$ cat config.mk
export PLATFORM = sky130hd
export DESIGN_NAME = rect_stream_tx
export DESIGN_NICKNAME = d
export VERILOG_FILES = /design/src/rtl/rect_stream_tx.sv
export SDC_FILE = /design/constraint.sdc
export NUM_CORES = 1
export LEC_CHECK = 0
export CAP_MARGIN = 20
export CORE_MARGIN = 4
export CORE_UTILIZATION = 65
export CTS_BUF_LIST = sky130_fd_sc_hd__clkbuf_8
export DETAILED_ROUTE_END_ITERATION = 8
export PLACE_DENSITY = 0.81
export REMOVE_ABC_BUFFERS = 1
export SLEW_MARGIN = 20
export SYNTH_ARGS = -nofsm -noshare
export SYNTH_HDL_FRONTEND = slang
export SYNTH_SLANG_ARGS = --single-unit
$ cat constraint.sdc
create_clock -name clk -period 6.85 [get_ports clk]
set_clock_uncertainty 0.15 [all_clocks]
set_input_delay 0.685 -clock clk [delete_from_list [all_inputs] [get_ports clk]]
set_output_delay 0.685 -clock clk [all_outputs]
set_load 0.1 [all_outputs]
$ cat src/rtl/rect_stream_tx.sv
// Output stage of the rectification pipeline: buffers the interpolator's valid-only
// pixel stream and re-emits it as an AXI4-Stream video master (tuser = SOF, tlast = EOL).
module rect_stream_tx #(
    parameter int IMG_WIDTH  = 640,
    parameter int IMG_HEIGHT = 480,
    parameter int DATA_W     = 8,
    parameter int FIFO_DEPTH = 64,
    parameter int ADDR_W     = 6
) (
    input  logic              clk,
    input  logic              rst,
    input  logic              din_valid,
    input  logic              din_last,
    input  logic [DATA_W-1:0] din_data,
    output logic [DATA_W-1:0] m_tdata,
    output logic              m_tvalid,
    input  logic              m_tready,
    output logic              m_tlast,
    output logic              m_tuser,
    output logic [ADDR_W:0]   fifo_level,
    output logic              overflow,
    output logic              frame_err,
    output logic              frame_done
);

    localparam int FRAME_PIX = IMG_WIDTH * IMG_HEIGHT;
    localparam int CNT_W     = $clog2(FRAME_PIX);
    localparam int COL_W     = $clog2(IMG_WIDTH);
    localparam int ROW_W     = $clog2(IMG_HEIGHT);
    localparam logic [ADDR_W:0] LEVEL_FULL = (ADDR_W+1)'(FIFO_DEPTH);

    logic [DATA_W-1:0] mem [FIFO_DEPTH];
    logic [ADDR_W-1:0] wr_ptr;
    logic [ADDR_W-1:0] rd_ptr;
    logic [ADDR_W-1:0] rd_nxt;
    logic [ADDR_W:0]   level;
    logic [ADDR_W:0]   level_nxt;
    logic [DATA_W-1:0] head_nxt;
    logic [DATA_W-1:0] tdata_r;
    logic              tvalid_r;
    logic              push;
    logic              pop;

    logic [CNT_W-1:0]  in_cnt;
    logic              in_last_idx;
    logic [COL_W-1:0]  col;
    logic [ROW_W-1:0]  row;
    logic              at_eol;
    logic              at_eof;

    assign pop  = tvalid_r & m_tready;
    assign push = din_valid & ((level != LEVEL_FULL) | pop);

    // The output register always holds the current head; when the FIFO drains to
    // empty in the same cycle as a push, the incoming pixel becomes the head directly.
    always_comb begin
        rd_nxt    = rd_ptr + ADDR_W'(pop);
        level_nxt = level + (ADDR_W+1)'(push) - (ADDR_W+1)'(pop);
        head_nxt  = mem[rd_nxt];
        if (push && (level == (ADDR_W+1)'(pop)))
            head_nxt = din_data;
    end

    always_ff @(posedge clk) begin
        if (push)
            mem[wr_ptr] <= din_data;
    end

    always_ff @(posedge clk or posedge rst) begin
        if (rst) begin
            wr_ptr   <= '0;
            rd_ptr   <= '0;
            level    <= '0;
            tvalid_r <= 1'b0;
            tdata_r  <= '0;
        end else begin
            if (push)
                wr_ptr <= wr_ptr + ADDR_W'(1);
            rd_ptr   <= rd_nxt;
            level    <= level_nxt;
            tvalid_r <= (level_nxt != '0);
            if (level_nxt != '0)
                tdata_r <= head_nxt;
        end
    end

    assign in_last_idx = (in_cnt == CNT_W'(FRAME_PIX - 1));

    // Input counter resynchronises on whichever comes first: din_last or the frame size.
    always_ff @(posedge clk or posedge rst) begin
        if (rst) begin
            in_cnt    <= '0;
            frame_err <= 1'b0;
            overflow  <= 1'b0;
        end else begin
            if (din_valid && !push)
                overflow <= 1'b1;
            if (push) begin
                if (din_last != in_last_idx)
                    frame_err <= 1'b1;
                if (din_last || in_last_idx)
                    in_cnt <= '0;
                else
                    in_cnt <= in_cnt + CNT_W'(1);
            end
        end
    end

    assign at_eol = (col == COL_W'(IMG_WIDTH - 1));
    assign at_eof = at_eol && (row == ROW_W'(IMG_HEIGHT - 1));

    always_ff @(posedge clk or posedge rst) begin
        if (rst) begin
            col        <= '0;
            row        <= '0;
            frame_done <= 1'b0;
        end else begin
            frame_done <= pop && at_eof;
            if (pop) begin
                if (at_eol) begin
                    col <= '0;
                    row <= at_eof ? '0 : row + ROW_W'(1);
                end else begin
                    col <= col + COL_W'(1);
                end
            end
        end
    end

    assign m_tdata    = tdata_r;
    assign m_tvalid   = tvalid_r;
    assign m_tuser    = tvalid_r && (col == '0) && (row == '0);
    assign m_tlast    = tvalid_r && at_eol;
    assign fifo_level = level;

endmodule

==> results of run 1 <==
[synthesized netlist by cell type, types with 6 or more instances]
master / instances / area share, %
a21o_1: 9 / 0.28
nor3_1: 9 / 0.19
nand2_1: 93 / 1.5
buf_4: 23 / 0.72
nand2b_1: 13 / 0.34
mux2i_1: 77 / 3.2
mux4_2: 109 / 10
edfxtp_1: 512 / 64
or3_1: 9 / 0.24
dfrtp_1: 69 / 7.2
xor2_1: 11 / 0.40
nor2_1: 89 / 1.4
a221oi_1: 7 / 0.26
inv_1: 24 / 0.38
a31oi_1: 17 / 0.44
nor4_1: 11 / 0.29
xnor2_1: 12 / 0.44
nand3b_1: 6 / 0.19
clkbuf_1: 19 / 0.30
o31ai_1: 6 / 0.19
nand3_1: 42 / 0.88
nand4_1: 14 / 0.37
ha_1: 17 / 0.89
buf_2: 14 / 0.29
a32oi_1: 22 / 0.81
a21oi_1: 12 / 0.25
and2_1: 6 / 0.16
o21a_1: 7 / 0.22
o21ai_0: 24 / 0.50
[cell type report]
cell class | count | share of cell area (%)
sequential | 581 | 65.0
multi-input combinational | 683 | 24.1
clock buffer | 93 | 4.87
tap | 461 | 2.19
timing repair buffer | 56 | 1.86
clock inverter | 72 | 1.57
inverter | 27 | 0.390
[flip-flops by register name, summed over array words and instances (netlist names)]
name,count
rd_ptr,6
m_tvalid,1
col,10
mem,512
fifo_level,7
m_tdata,8
overflow,1
frame_done,1
row,9
wr_ptr,6
in_cnt,19
frame_err,1
[metal layers]
layer,track usage [%],part of all wire (%),vias up
li1,-,-,5603
met1,36.0,39,6555
met2,41.8,50,653
met3,5.87,9.1,95
met4,7.60,2.4,0
met5,0,0,-
[power by group through the flow]
stage | Sequential [uW] | Combinational, uW | Clock, uW
after floorplan | 4600 | 3350 | 0
after global routing | 4270 | 4860 | 2930
after detailed placement | 4320 | 4540 | 0
after global placement | 4310 | 4450 | 0
after CTS | 4250 | 4560 | 2760
final | 4260 | 4580 | 2720
[worst max path at each step]
stage                   from         end  slack, ns  cells after the start
floorplan           m_tvalid  m_tdata[7]      -0.87                     10
global placement    m_tready  m_tdata[5]       1.76                     15
detailed placement  m_tready  m_tdata[6]       1.53                     15
CTS                 m_tvalid  m_tdata[6]       2.20                     14
global route        m_tvalid  m_tdata[5]       1.80                     14
finish              m_tready  m_tdata[5]       2.09                     15
[critical path: stages]
cell             delay, ns
clkdlybuf4s50_1       0.41
nand2_1               0.18
inv_1                 0.29
o41ai_4               0.35
buf_4                 0.28
o21ai_0               0.13
ha_1                  0.25
fa_1                  0.43
a21oi_1               0.14
o21ai_0               0.16
a2111oi_0             0.42
a211o_1               0.50
clkinv_1              0.38
nor4_1                0.43
a211oi_2              0.06
[cell families (layout without fill, tap and decap cells)]
group                      count (synthesis)  count (layout)  share of synthesized area (%)
buffers and inverters                     95             248                           2.20
DFF                                      581             581                           71.5
muxes                                    192             192                           14.0
adders and majority gates                 18              18                          0.973
xor gates and xnor gates                  25              25                          0.979
and+or+nand+nor                          317             317                           6.33
AOI/OAI and AO/OA                        131             131                           3.96
[stage by stage]
| stage | util (%) | instances | power, uW |
|---|---|---|---|
| global placement | 68.5 | 1808 | 8760 |
| floorplan | - | 1291 | 7950 |
| global route | 73.2 | 1973 | 12100 |
| detailed placement | 68.5 | 1808 | 8860 |
| finish | 73.2 | 1973 | 11600 |
| CTS | 73.2 | 1973 | 11600 |
==> metrics, run 1 <==
io pins 34; clk buf depth 3; P&R area growth vs syn 10.0%; largest net degree at the start of global routing 70; HP Start overflow; Seq. cell area about 17,000 um^2; first-pass GRT wire length 76,800 um; GPL Wtd Cong about 0.85; Peak supply drop between 0.3 and 0.4 mV; asr flop ratio synth between 10% and 20%; via/cell ratio around 6.5; synth unique cells 69; Hold Path Depth 2; P_leak between 0.008 and 0.009 uW; # fillers about 2,100; Ant. Diodes 0; Port Buffers 33; Fin. Hold Viols 0; vias in the first global route between 10,000 and 15,000; initial antenna violation count 0; P_sw 4250 uW; Die Area 39,900 um^2; H-tree depth 3; Startpoint Class input pin; worst r2r src m_tvalid; clock share of power 23.5%; Max-Cap Viols 0; die width approximately 200 um; FP Rows 69; status complete, no violations; Critical Path RT approximately 7.2 ns; reg2reg setup slack around 2.1 ns; Setup WS post-layout around 2.1 ns; EDFF count, synth about 500; Iteration-0 DRC Markers 1,352; share of cells above drive strength 1 17.9%; GRT overflow 0; sw frac a little under two fifths; Worst Tran Pin Value about 1 ns; period utilisation layout a little over two thirds; Main synth FF type edfxtp_1; Reg power frac approximately 37%; post-route cell area between 20,000 and 30,000 um^2; Yosys reg bits slightly below 600; Detailed Routing Iterations Pass 1 5; number of gates resized after CTS 0; hold_ws about 0.32 ns; Pwr Density 440 nW/um^2; vias post-DR around 13,000; f_max 0.210 GHz; Hold Path End overflow; kind of critical path in -> reg; fin crit period around 4.8 ns; area of the core between 30,000 and 40,000 um^2; post-CTS setup buffer count 0; R2R cell count 14; r2r endpoint m_tdata[5]; Post-Synthesis Cells 1,359; Initial Util 66.6%; area of the multi-input gates approximately 6300 um^2; Int Pwr 7320 uW; Cell Area, Synth ~24,000 um^2; Post-DP Area between 20,000 and 25,000 um^2; post-synthesis sequential area ratio a little under three quarters; commonest cells after routing, fill and taps aside edfxtp_1 (512), mux4_2 (109), nand2_1 (93), clkbuf_8 (93), nor2_1 (89); Slew Limit Fails 0; Post-Route WL approximately 50,000 um; RSZ-0062 raised after global routing false; cts bufs inserted 90; CTS Sinks approximately 580; Clock transition at path regs ~0.06 ns; Worst-Skew Late Latency around 0.65 ns; Die H 200 um; Setup TNS Final 0 ns; HPWL after DPL between 20,000 and 30,000 um; final setup fails 0; pre-CTS setup slack 1.53 ns; Layout Nets 1,470; Worst Path Arrival around 5.1 ns; CP Capture Type flop; CTS tree yes; GRT Resource Usage Total 25.7%; Synth warnings 0; commonest non-fill, non-tap cell in the layout edfxtp_1; Mapped Avg Cell Area 17.6 um^2; Post-DRT Antenna Nets 0; hold crit path type reg -> reg; Rel. slew slack between 30% and 40%; Root Buffer clkbuf_8; Crit Path Max Fanout 19; DR DRC count 0; cts hold-fix bufs 0; Logic pwr share slightly below 40%; post-DR wirelength/cell ~25 um
No activity file was read; power rests on OpenSTA's default activity.
==> run 2: changes to the inputs <==
==> constraint.sdc (replaced) <==
create_clock -name clk -period 4.4 [get_ports clk]
set_clock_uncertainty 0.15 [all_clocks]
set_input_delay 0.44 -clock clk [delete_from_list [all_inputs] [get_ports clk]]
set_output_delay 0.44 -clock clk [all_outputs]
set_load 0.1 [all_outputs]
==> metrics, run 2 (synthesis gave the netlist of run 1 again) <==
Setup crit end m_tdata[2]; Crit Path Max Fanout 8 (-11); CTS Sinks 581 (unchanged); cts hold-fix bufs 0 (unchanged); Startpoint Class flop; kind of critical path reg -> reg; post-layout total power 18,300 uW (+58%); DR DRC count 0 (unchanged); worst r2r src m_tvalid; P&R area growth vs syn 12.1%; share of cells above drive strength 1 21.5% (+3.6 points); GRT overflow 0 (unchanged); initial antenna violation count 0 (unchanged); area of the core 35,900 um^2 (unchanged); final setup fails 0 (unchanged); hold crit path type in -> async; P_sw 6670 uW (+57%); # fillers 2,035 (-2.0%); M1 WL 19,900 um (+2.3%); cts bufs inserted 88 (-2.2%); Max Used Layer met4; reg2reg setup slack 0.47 ns (-1.64 ns); post-route cell area 26,800 um^2 (+1.9%); CP Capture Type flop; Initial Util 66.6% (unchanged); Post-Route WL 51,200 um (+2.6%); Int Pwr 11,600 uW (+59%); Max-Cap Viols 0 (unchanged); hold_ws 0.0326 ns (-0.290 ns); H-tree depth 3 (unchanged); via/cell ratio 6.49 (-0.74%); P_leak 0.00933 uW (+4.2%); area of the multi-input gates 6340 um^2 (unchanged); Worst Setup SP m_tvalid; Worst Path Arrival 4.26 ns (-0.85 ns); Rel. slew slack 33.9% (+0.59 points); Logic pwr share 41.3% (+1.7 points); vias in the first global route 13,400 (+2.8%); Biggest register mem; f_max 0.254 GHz; commonest non-fill, non-tap cell in the layout edfxtp_1; metal3 WL 4870 um (+7.5%); Port Buffers 33 (unchanged); sw frac 36.5% (-0.24 points); Critical Path RT 4.73 ns (-2.47 ns); largest registers mem (512), in_cnt (19), col (10); Ant. Diodes 0 (unchanged); commonest cells after routing, fill and taps aside edfxtp_1 (512), mux4_2 (109), clkbuf_8 (96), nand2_1 (93), nor2_1 (89); RSZ-0062 raised after global routing false; Reg power frac 36.2% (-0.6 points); fin cells 2,035 (+3.1%); Detailed Routing Iterations Pass 1 6 (+1); Worst-Skew Late Latency 0.64 ns (about the same); FP Rows 69 (unchanged); WL met2 25,000 um (+1.1%); Die H 200 um (unchanged); largest net degree at the start of global routing 66 (-5.7%); Peak supply drop 0.419 mV (+25%); io pins 34 (unchanged); Clock transition at path regs 0.06 ns (about the same); period utilisation layout about 89%; Root Buffer clkbuf_8; max FFs per register 512 (unchanged); dpl cells 1,875 (+3.7%); Setup TNS Final 0 ns (unchanged); die width 200 um (unchanged); number of gates resized after CTS 0 (unchanged); post-DR wirelength/cell 25.2 um (-0.56%); HPWL after DPL 31,900 um (+6.9%); vias post-DR 13,200 (+2.4%); first-pass GRT wire length 79,100 um (+3.1%); Seq. cell area 17,100 um^2 (unchanged); CTS tree yes; Iteration-0 DRC Markers 1,643 (+22%); Layout Nets 1,535 (+4.4%); Worst Tran Pin Value 0.988 ns (-0.00886 ns); Fin. Hold Viols 0 (unchanged); post-CTS setup buffer count 0 (unchanged); GPL Wtd Cong 0.889 (+4.3%); Post-DP Area 25,200 um^2 (+2.3%); Slew Limit Fails 0 (unchanged); Pwr Density 682 nW/um^2 (+55%); clock share of power 22.5% (-1.0 points); fin crit period 3.93 ns; clk buf depth 3 (unchanged); r2r endpoint m_tdata[2]; status complete, no violations; R2R cell count 13 (-1); GRT Resource Usage Total 26.4% (+0.65 points); Post-DRT Antenna Nets 0 (unchanged); Die Area 39,900 um^2 (unchanged)
[run 2: worst max-delay path, stage by stage (launching register included)]
cell and delay [ns]:
dfrtp_1 0.42, nand2_1 0.21, inv_1 0.19, o41ai_4 0.33, o21ai_0 0.12, ha_1 0.23
fa_1 0.43, a21oi_1 0.13, o21ai_0 0.16, a2111oi_0 0.46, a211o_1 0.19, clkinv_1 0.21
nor4_1 0.47, a211oi_2 0.08
[run 2: power groups by stage]
| stage | Sequential, uW | Combinational (uW) | Clock [uW] |
|---|---|---|---|
| finish | 6630 | 7560 | 4110 |
| global route | 6650 | 8030 | 4470 |
| CTS | 6610 | 7560 | 4180 |
| detailed placement | 6720 | 7500 | 0 |
| global placement | 6700 | 7330 | 0 |
| floorplan | 7150 | 4510 | 0 |
[run 2: metal layers]
metal | up-vias | GRT usage (%)
met3 | 122 | 5.49
li1 | 5720 | -
met1 | 6648 | 37.9
met4 | 0 | 7.85
met2 | 723 | 42.1
met5 | - | 0
[run 2: area by class of cell]
type / count / area share, %
Tap cell: 461 / 2.15
Multi-Input combinational cell: 683 / 23.6
Clock buffer: 96 / 4.93
Inverter: 27 / 0.383
Sequential cell: 581 / 63.8
Clock inverter: 64 / 1.17
Timing Repair Buffer: 123 / 3.94
[run 2: worst min path at each step]
stage / slack (ns) / endpoint / start / cells past startpoint
final: 0.03 / overflow / rst / 2
after floorplan: 0.30 / in_cnt[11] / in_cnt[11] / 1
after CTS: 0.007 / overflow / rst / 2
after global routing: 0.05 / row[0] / rst / 2
after detailed placement: 0.31 / frame_err / frame_err / 1
after global placement: 0.30 / frame_err / frame_err / 1
[run 2: per-stage QoR]
step / util (%) / setup WS [ns]
after global routing: 74.6 / 0.236
after detailed placement: 70.1 / 0.136
after global placement: 70.1 / 0.348
after floorplan: - / -3.32
after CTS: 74.6 / 0.497
final: 74.6 / 0.467
